## config.mk

```make
export PLATFORM = sky130hd
export DESIGN_NAME = data_mem_arbiter
export DESIGN_NICKNAME = d
export VERILOG_FILES = /design/src/rtl/data_mem_arbiter.sv
export SDC_FILE = /design/constraint.sdc
export NUM_CORES = 1
export LEC_CHECK = 0
export CELL_PAD_IN_SITES_DETAIL_PLACEMENT = 2
export CELL_PAD_IN_SITES_GLOBAL_PLACEMENT = 2
export CORE_ASPECT_RATIO = 1.25
export CORE_UTILIZATION = 32
export DETAILED_ROUTE_END_ITERATION = 7
export HOLD_SLACK_MARGIN = 0.05
export PLACE_DENSITY_LB_ADDON = 0.1
export SYNTH_ARGS = -nofsm -noshare
export SYNTH_HDL_FRONTEND = slang
export SYNTH_SLANG_ARGS = --single-unit
```

## constraint.sdc

```tcl
create_clock -name clk -period 22 [get_ports clk]
set_input_delay 3.3 -clock clk [delete_from_list [all_inputs] [get_ports clk]]
set_output_delay 3.3 -clock clk [all_outputs]
set_load 0.05 [all_outputs]
```

## src/rtl/data_mem_arbiter.sv

```systemverilog
// Arbitrates LSU read/write requests from many consumers onto a smaller set of data-memory
// channels; each channel owns at most one consumer at a time and relays one transaction.
//
// state       | meaning
// ------------+-----------------------------------------------------------
// IDLE        | channel free, may be granted a pending consumer
// READ_WAIT   | mem_read_valid driven, waiting for mem_read_ready
// WRITE_WAIT  | mem_write_valid driven, waiting for mem_write_ready
// READ_RELAY  | consumer_read_ready held until the consumer drops read_valid
// WRITE_RELAY | consumer_write_ready held until the consumer drops write_valid
module data_mem_arbiter #(
   parameter int ADDR_BITS     = 8,
   parameter int DATA_BITS     = 8,
   parameter int NUM_CONSUMERS = 8,
   parameter int NUM_CHANNELS  = 4
) (
   input  logic                               clk,
   input  logic                               reset,
   input  logic [NUM_CONSUMERS-1:0]           consumer_read_valid,
   input  logic [NUM_CONSUMERS*ADDR_BITS-1:0] consumer_read_address,
   output logic [NUM_CONSUMERS-1:0]           consumer_read_ready,
   output logic [NUM_CONSUMERS*DATA_BITS-1:0] consumer_read_data,
   input  logic [NUM_CONSUMERS-1:0]           consumer_write_valid,
   input  logic [NUM_CONSUMERS*ADDR_BITS-1:0] consumer_write_address,
   input  logic [NUM_CONSUMERS*DATA_BITS-1:0] consumer_write_data,
   output logic [NUM_CONSUMERS-1:0]           consumer_write_ready,
   output logic [NUM_CHANNELS-1:0]            mem_read_valid,
   output logic [NUM_CHANNELS*ADDR_BITS-1:0]  mem_read_address,
   input  logic [NUM_CHANNELS-1:0]            mem_read_ready,
   input  logic [NUM_CHANNELS*DATA_BITS-1:0]  mem_read_data,
   output logic [NUM_CHANNELS-1:0]            mem_write_valid,
   output logic [NUM_CHANNELS*ADDR_BITS-1:0]  mem_write_address,
   output logic [NUM_CHANNELS*DATA_BITS-1:0]  mem_write_data,
   input  logic [NUM_CHANNELS-1:0]            mem_write_ready
);

   localparam int CW = (NUM_CONSUMERS > 1) ? $clog2(NUM_CONSUMERS) : 1;

   typedef enum logic [2:0] {
      IDLE        = 3'd0,
      READ_WAIT   = 3'd1,
      WRITE_WAIT  = 3'd2,
      READ_RELAY  = 3'd3,
      WRITE_RELAY = 3'd4
   } state_t;

   state_t                             state_q [NUM_CHANNELS];
   state_t                             state_d [NUM_CHANNELS];
   logic [CW-1:0]                      owner_q [NUM_CHANNELS];
   logic [CW-1:0]                      owner_d [NUM_CHANNELS];
   logic [NUM_CONSUMERS-1:0]           claimed_q, claimed_d;
   logic [CW-1:0]                      rr_q, rr_d;
   logic [NUM_CONSUMERS-1:0]           rd_ready_q, rd_ready_d;
   logic [NUM_CONSUMERS-1:0]           wr_ready_q, wr_ready_d;
   logic [NUM_CONSUMERS*DATA_BITS-1:0] rd_data_q, rd_data_d;
   logic [NUM_CHANNELS-1:0]            mrv_q, mrv_d, mwv_q, mwv_d;
   logic [NUM_CHANNELS*ADDR_BITS-1:0]  mra_q, mra_d, mwa_q, mwa_d;
   logic [NUM_CHANNELS*DATA_BITS-1:0]  mwd_q, mwd_d;

   logic [NUM_CONSUMERS-1:0]           pending;
   logic [NUM_CONSUMERS-1:0]           taken;
   logic                               found;
   logic                               granted;
   int                                 sel;
   int                                 idx;
   int                                 last_grant;

   always_comb begin
      state_d    = state_q;
      owner_d    = owner_q;
      claimed_d  = claimed_q;
      rr_d       = rr_q;
      rd_ready_d = rd_ready_q;
      wr_ready_d = wr_ready_q;
      rd_data_d  = rd_data_q;
      mrv_d      = mrv_q;
      mra_d      = mra_q;
      mwv_d      = mwv_q;
      mwa_d      = mwa_q;
      mwd_d      = mwd_q;
      pending    = (consumer_read_valid | consumer_write_valid) & ~claimed_q;
      taken      = '0;
      found      = 1'b0;
      granted    = 1'b0;
      sel        = 0;
      idx        = 0;
      last_grant = 0;

      for (int c = 0; c < NUM_CHANNELS; c++) begin
         case (state_q[c])
            IDLE: begin
               // Lower channels claim first; taken stops two channels picking one consumer.
               found = 1'b0;
               sel   = 0;
               for (int k = 0; k < NUM_CONSUMERS; k++) begin
                  idx = (int'(rr_q) + k) % NUM_CONSUMERS;
                  if (!found && pending[idx] && !taken[idx]) begin
                     found = 1'b1;
                     sel   = idx;
                  end
               end
               if (found) begin
                  taken[sel]     = 1'b1;
                  claimed_d[sel] = 1'b1;
                  owner_d[c]     = CW'(sel);
                  granted        = 1'b1;
                  last_grant     = sel;
                  if (consumer_read_valid[sel]) begin
                     state_d[c] = READ_WAIT;
                     mrv_d[c]   = 1'b1;
                     mra_d[c*ADDR_BITS +: ADDR_BITS] =
                        consumer_read_address[sel*ADDR_BITS +: ADDR_BITS];
                  end else begin
                     state_d[c] = WRITE_WAIT;
                     mwv_d[c]   = 1'b1;
                     mwa_d[c*ADDR_BITS +: ADDR_BITS] =
                        consumer_write_address[sel*ADDR_BITS +: ADDR_BITS];
                     mwd_d[c*DATA_BITS +: DATA_BITS] =
                        consumer_write_data[sel*DATA_BITS +: DATA_BITS];
                  end
               end
            end
            READ_WAIT: begin
               if (mem_read_ready[c]) begin
                  mrv_d[c] = 1'b0;
                  rd_data_d[owner_q[c]*DATA_BITS +: DATA_BITS] =
                     mem_read_data[c*DATA_BITS +: DATA_BITS];
                  rd_ready_d[owner_q[c]] = 1'b1;
                  state_d[c] = READ_RELAY;
               end
            end
            WRITE_WAIT: begin
               if (mem_write_ready[c]) begin
                  mwv_d[c]               = 1'b0;
                  wr_ready_d[owner_q[c]] = 1'b1;
                  state_d[c]             = WRITE_RELAY;
               end
            end
            READ_RELAY: begin
               if (!consumer_read_valid[owner_q[c]]) begin
                  rd_ready_d[owner_q[c]] = 1'b0;
                  claimed_d[owner_q[c]]  = 1'b0;
                  state_d[c]             = IDLE;
               end
            end
            WRITE_RELAY: begin
               if (!consumer_write_valid[owner_q[c]]) begin
                  wr_ready_d[owner_q[c]] = 1'b0;
                  claimed_d[owner_q[c]]  = 1'b0;
                  state_d[c]             = IDLE;
               end
            end
            default: state_d[c] = IDLE;
         endcase
      end

      if (granted) begin
         rr_d = CW'((last_grant + 1) % NUM_CONSUMERS);
      end
   end

   always_ff @(posedge clk) begin
      if (reset) begin
         for (int c = 0; c < NUM_CHANNELS; c++) begin
            state_q[c] <= IDLE;
            owner_q[c] <= '0;
         end
         claimed_q  <= '0;
         rr_q       <= '0;
         rd_ready_q <= '0;
         wr_ready_q <= '0;
         rd_data_q  <= '0;
         mrv_q      <= '0;
         mra_q      <= '0;
         mwv_q      <= '0;
         mwa_q      <= '0;
         mwd_q      <= '0;
      end else begin
         state_q    <= state_d;
         owner_q    <= owner_d;
         claimed_q  <= claimed_d;
         rr_q       <= rr_d;
         rd_ready_q <= rd_ready_d;
         wr_ready_q <= wr_ready_d;
         rd_data_q  <= rd_data_d;
         mrv_q      <= mrv_d;
         mra_q      <= mra_d;
         mwv_q      <= mwv_d;
         mwa_q      <= mwa_d;
         mwd_q      <= mwd_d;
      end
   end

   assign consumer_read_ready  = rd_ready_q;
   assign consumer_read_data   = rd_data_q;
   assign consumer_write_ready = wr_ready_q;
   assign mem_read_valid       = mrv_q;
   assign mem_read_address     = mra_q;
   assign mem_write_valid      = mwv_q;
   assign mem_write_address    = mwa_q;
   assign mem_write_data       = mwd_q;

endmodule

```

Word level (Yosys, flattened, before mapping)
Memory sizes are Yosys's and may differ from the RTL's. A register that Yosys moved wholly into a read port is not among the register bits.
Cells that the tools add are included.
{"block": "totals", "rom_bits": 64, "output_inout_bits": 184, "input_bits": 250, "mem_count": 8, "elab_cells": 743, "ram_bits": 0, "latchBits": 0, "register_bits": 219}
{"name": "(name not given)", "words": 8, "word_bits": 1, "rd": 1, "rd_ports_with_merged_regs": 0, "write_ports": 0, "line": "97", "rtl": "if (!found && pending[idx] && !taken[idx]) begin"}
{"name": "(name not given)", "words": 8, "word_bits": 1, "rd": 1, "rd_ports_with_merged_regs": 0, "write_ports": 0, "line": "97"}
{"name": "(name not given)", "words": 8, "word_bits": 1, "rd": 1, "rd_ports_with_merged_regs": 0, "write_ports": 0, "line": "97"}
{"name": "(name not given)", "words": 8, "word_bits": 1, "rd": 1, "rd_ports_with_merged_regs": 0, "write_ports": 0, "line": "97"}
{"name": "(name not given)", "words": 8, "word_bits": 1, "rd": 1, "rd_ports_with_merged_regs": 0, "write_ports": 0, "line": "97"}
{"name": "(name not given)", "words": 8, "word_bits": 1, "rd": 1, "rd_ports_with_merged_regs": 0, "write_ports": 0, "line": "97"}
{"name": "2 more memories"}
{"block": "classes", "reduce_logical": 171, "muxes": 387, "bitwise_logic": 44, "shift": 20, "add_sub_neg": 12, "n_lt_le_gt_ge": 24, "multipliers": 0, "eq_ne": 44, "n_div": 0}
{"operator": "$mux 32", "count": 32}
{"operator": "$shiftx 64x32->8", "count": 12}
{"operator": "$mux 64", "count": 8}
{"operator": "$mux 8", "count": 34}
{"operator": "$bwmux 64", "count": 4}
{"operator": "$shift 8x34->64 const A", "count": 4}
{"operator": "$shiftx 8x34->64", "count": 4}
{"operator": "$mux 1", "count": 195}
{"operator": "$neg 6->34", "count": 4}
{"operator": "$bmux 1 s3", "count": 44}
{"operator": "$ge 32x1->1 const B", "count": 4}
{"operator": "$lt 32x5->1 const B", "count": 4}
{"operator": "$pmux 8 s2", "count": 8}
{"operator": "$or 8x8->8", "count": 15}
{"operator": "$and 8x8->8", "count": 13}
{"operator": "$mux 3", "count": 34}
{"operator": "$pmux 8 s3", "count": 4}
{"operator": "$logic_and 1x1->1", "count": 68}
{"operator": "$logic_not 1->1", "count": 60}
{"operator": "$pmux 3 s5", "count": 4}
{"operator": "$ne 2x2->1 const B", "count": 28}
{"operator": "$not 8->8", "count": 5}
{"operator": "$lt 4x5->1 const B", "count": 7}
{"operator": "$reduce_and 4->1", "count": 8}
{"operator": "other kinds (19)", "count": 99}

Longest topological paths before layout
{"block": "depth", "depth_word": 192, "ltp_mapped": 45, "ltp_nobuf": 33}

Worst setup path before layout
OpenSTA, ideal clock, no wires.
{"block": "synth_timing", "kind": "input to register", "from": "input port consumer_read_valid[6]", "to": "register mra_q[24] (netlist: mem_read_address[24])", "path_slack_ps": 10280, "required_time_ps": 21879, "arrival_time_ps": 11599, "path_buffers": 8, "setup_time_ps": 121, "stages": 37, "path_cell_list": "buf_2 o21bai_1 mux4_2 nand2_1 and2_1 mux2_2 a211oi_2 mux2_2 o41a_1 o211a_2 o211a_1 o32a_1 buf_6 nor3_4 o21ai_1 a32o_1 o311ai_4 nand3_2 or2_1 buf_6 or3_4 and2_1 clkbuf_2 a41o_1 a221oi_2 and2_4 nor3b_1 o21a_1 a2111o_1 buf_4 and2_1 buf_6 a2bb2o_4 buf_6 or3_1 buf_6 mux2_4"}
{"block": "synth_between", "elab_chain_cells": 189, "elab_cells_between_ends": 334, "classes_between": "order compare: 6; shift: 1; mux: 207; bitwise: 4; reduce/logical: 116"}
{"element": "start: declaration", "line": "19", "rtl": "input logic [NUM_CONSUMERS-1:0] consumer_read_valid,"}
{"element": "branches (longest 189 deep; another with $or 8x8->8)"}
{"element": "end signal: assignment", "line": "187", "rtl": "mra_q <= mra_d;"}
{"element": "end: declaration", "line": "57", "rtl": "logic [NUM_CHANNELS*ADDR_BITS-1:0] mra_q, mra_d, mwa_q, mwa_d;"}
Several ways; the timed one is not identified. The select of a mux whose other input is x is not followed.
A chain may end at the register's enable or synchronous reset.

Worst setup path after layout
{"block": "layout_timing", "from": "input port consumer_read_valid[1]", "to": "register mra_q[30] (netlist: mem_read_address[30])"}
The elaborated chain is that of the path after synthesis.

==> impl_metrics.env <==
export IMPL_status="finished clean"
export IMPL_grt_pass1_wl_um=215000
export IMPL_crit_type="in -> reg"
export IMPL_synth_edf_count=0
export IMPL_critical_path_max_fanout=75
export IMPL_die_w_um=245
export IMPL_rsz0062_at_grt="false"
export IMPL_final_setup_viol_count=0
export IMPL_cp_end_kind="register"
export IMPL_finalCritPeriodShare_pct=72.9
export IMPL_cts_sinks=219
export IMPL_grtUsageMet2_pct=63.1
export IMPL_grt_total_usage_pct=37.3
export IMPL_dpl_hpwl_um=107000
export IMPL_cts_root_buf="clkbuf_16"
export IMPL_r2r_slack_ns=7.84
export IMPL_synth_cells=3604
export IMPL_grt_use_met1_pct=45.8
export IMPL_ys_warnings_count=0
export IMPL_mappedNetlistNets=3868
export IMPL_tns_ns=0
export IMPL_critPathCapture="mem_read_address[30]$_SDFFE_PP0P_"
export IMPL_critPathMaxStageDelay_ns=0.77
export IMPL_critPathLaunch="consumer_read_valid[1]"
export IMPL_hold_path_class="reg -> reg"
export IMPL_ys_ff_latch=219
export IMPL_io_pin_count=434
export IMPL_ys_flop_type="dfxtp_1"
export IMPL_r2r_start="rr_q[0]$_SDFFE_PP0P_"
export IMPL_cts_path_max_buffers=3
export IMPL_period_minus_slack_ns=16.03
export IMPL_cts_tree="done"
export IMPL_r2r_worst_path_cells=37
export IMPL_gp_congestion=1.00
export IMPL_coreArea_um2=73300
export IMPL_wl_per_cell_um=30.5
export IMPL_cp_arrival_ns=16.61
export IMPL_numPortBuffers=433
export IMPL_clk_latency_ns=0.64
export IMPL_grt_most_used_layer="met2"
export IMPL_dr_pass1_iters=5
export IMPL_cp_required_ns=22.57
export IMPL_syn_area_um2=23700
export IMPL_worst_r2r_endpoint="mem_read_address[30]$_SDFFE_PP0P_"
export IMPL_grt_overflow=0
export IMPL_grt_max_degree=104
export IMPL_htreeDepth=1
export IMPL_synthDistinctLibCells=117
export IMPL_yosysSeqAreaShare_pct=18.5
export IMPL_cp_common_cell="buf_4"
export IMPL_finalHoldViolations=0
export IMPL_drive_above_1_share_pct=7.94
export IMPL_drc_errors=0
export IMPL_final_cell_mix="nand2_1, clkdlybuf4s50_1, nor2_1"
export IMPL_layout_nets=4069
export IMPL_startpoint_type="primary input"
export IMPL_critPathSlowestCell="buf_4"
export IMPL_worst_pin_slew_ns=1.27
export IMPL_via_per_inst=6.60
export IMPL_path_clk_slew_ns=0.06
export IMPL_area_growth_pct=25.0
export IMPL_start_util_pct=32.3
export IMPL_cts_setup_buffers=0
export IMPL_skew_ns=0.0253
export IMPL_use_met3_pct=5.90
export IMPL_antenna_left=0
export IMPL_via_count=31700
export IMPL_slew_violations=0
export IMPL_cts_buffers=31
export IMPL_antenna_found_initial=15
export IMPL_grt_pass1_vias=33200
export IMPL_max_slew_margin_pct=15.1
export IMPL_holdBufCountCts=0
export IMPL_cts_resized=0
export IMPL_rows=111
export IMPL_die_area_um2=75100
export IMPL_die_y_um=306
export IMPL_mostFrequentLayoutCell="nand2_1"
export IMPL_drv_cap=0
export IMPL_first_iter_violations=2494
export IMPL_max_clock_freq_ghz=0.0624
export IMPL_totalWireLength_um=146000
export IMPL_async_reset_ff_share_pct=0
export IMPL_syn_avg_cell_area_um2=6.57
==> cell usage after synthesis, types with 47 or more instances <==
cell type	instances	area, um^2
clkbuf_1	241	905
a311oi_1	59	517
o22ai_1	73	457
nor2_1	317	1190
mux2i_1	81	811
o21ai_0	63	315
nor3_1	73	365
nand3_1	271	1360
and2_1	47	294
and3_1	88	551
a31oi_1	114	713
a21oi_1	261	1310
mux2_2	60	676
nand2_1	784	2940
dfxtp_1	219	4380
a211oi_1	219	1640
==> area by class of cell <==
| class | count | area, um^2 |
|---|---|---|
| inverters | 33 | 126 |
| well taps | 960 | 1200 |
| flip-flops and latches | 219 | 4390 |
| repair buffers | 502 | 4860 |
| clock inverters | 13 | 210 |
| clock buffers | 45 | 888 |
| diodes | 3 | 7.51 |
| multi-input cells | 3018 | 17900 |
| fillers | 8674 | 43700 |
==> stage by stage <==
step / hold WS (ns) / std cells / setup WS [ns] / utilization (%) / instance area [um^2]
final: 0.464 / 4793 / 5.97 / 40.4 / 29600
after global routing: 0.496 / 4792 / 5.43 / 40.4 / 29600
after CTS: 0.464 / 4790 / 6.20 / 40.4 / 29600
after detailed placement: 0.453 / 4732 / 5.58 / 38.9 / 28500
after global placement: 0.438 / 4732 / 6.10 / 38.9 / 28500
after floorplan: 0.529 / 3604 / 10.28 / - / 23700
==> layer usage <==
metal / part of all wire (%) / up-vias
li1: - / 13700
met1: 40 / 16100
met2: 48 / 1381
met3: 6.7 / 420
met4: 5.2 / 26
met5: 0.11 / -
==> how the worst min path moves through the flow <==
stage / from / to / slack, ns / depth (start not counted)
finish: mem_write_valid[1]$_SDFFE_PP0P_ / mem_write_valid[1]$_SDFFE_PP0P_ / 0.46 / 2
global route: mem_read_valid[1]$_SDFFE_PP0P_ / mem_read_valid[1]$_SDFFE_PP0P_ / 0.50 / 2
CTS: mem_write_valid[1]$_SDFFE_PP0P_ / mem_write_valid[1]$_SDFFE_PP0P_ / 0.46 / 2
detailed placement: mem_write_valid[1]$_SDFFE_PP0P_ / mem_write_valid[1]$_SDFFE_PP0P_ / 0.45 / 2
global placement: mem_write_valid[1]$_SDFFE_PP0P_ / mem_write_valid[1]$_SDFFE_PP0P_ / 0.44 / 2
floorplan: owner_q[1]$_SDFFE_PP0P_ / owner_q[1]$_SDFFE_PP0P_ / 0.53 / 2
==> worst max-delay path: cells and delay by family <==
kind	cells	cell delay [ns]
buffers and inverters	6	3.49
AND/OR/NAND/NOR	11	3.54
AO/OA/AOI/OAI	14	4.79
multiplexers	4	1.34
==> sequential cells by signal (all words and copies together), names as in the netlist <==
signal,cells
mem_write_valid,4
mem_write_address,32
mem_read_address,32
mem_read_valid,4
mem_write_data,32
consumer_write_ready,8
consumer_read_data,64
consumer_read_ready,8
state_q,12
claimed_q,8
rr_q,3
owner_q,12
==> cells by family (layout without fill, tap and decap cells) <==
logic type	Yosys count	in the layout	share of synthesized area (%)
simple gates	1749	1749	33.5
xor+xnor	5	5	0.248
compound gates	1077	1077	32.1
flops	219	219	18.5
fa+ha+maj	14	14	0.740
other cells	0	3	0
mux	173	173	8.44
buf+inv	367	593	6.43
Power is left out: the tool's default activity adds up to more than one toggle a clock period on the data nets, which glitch-free logic cannot reach.
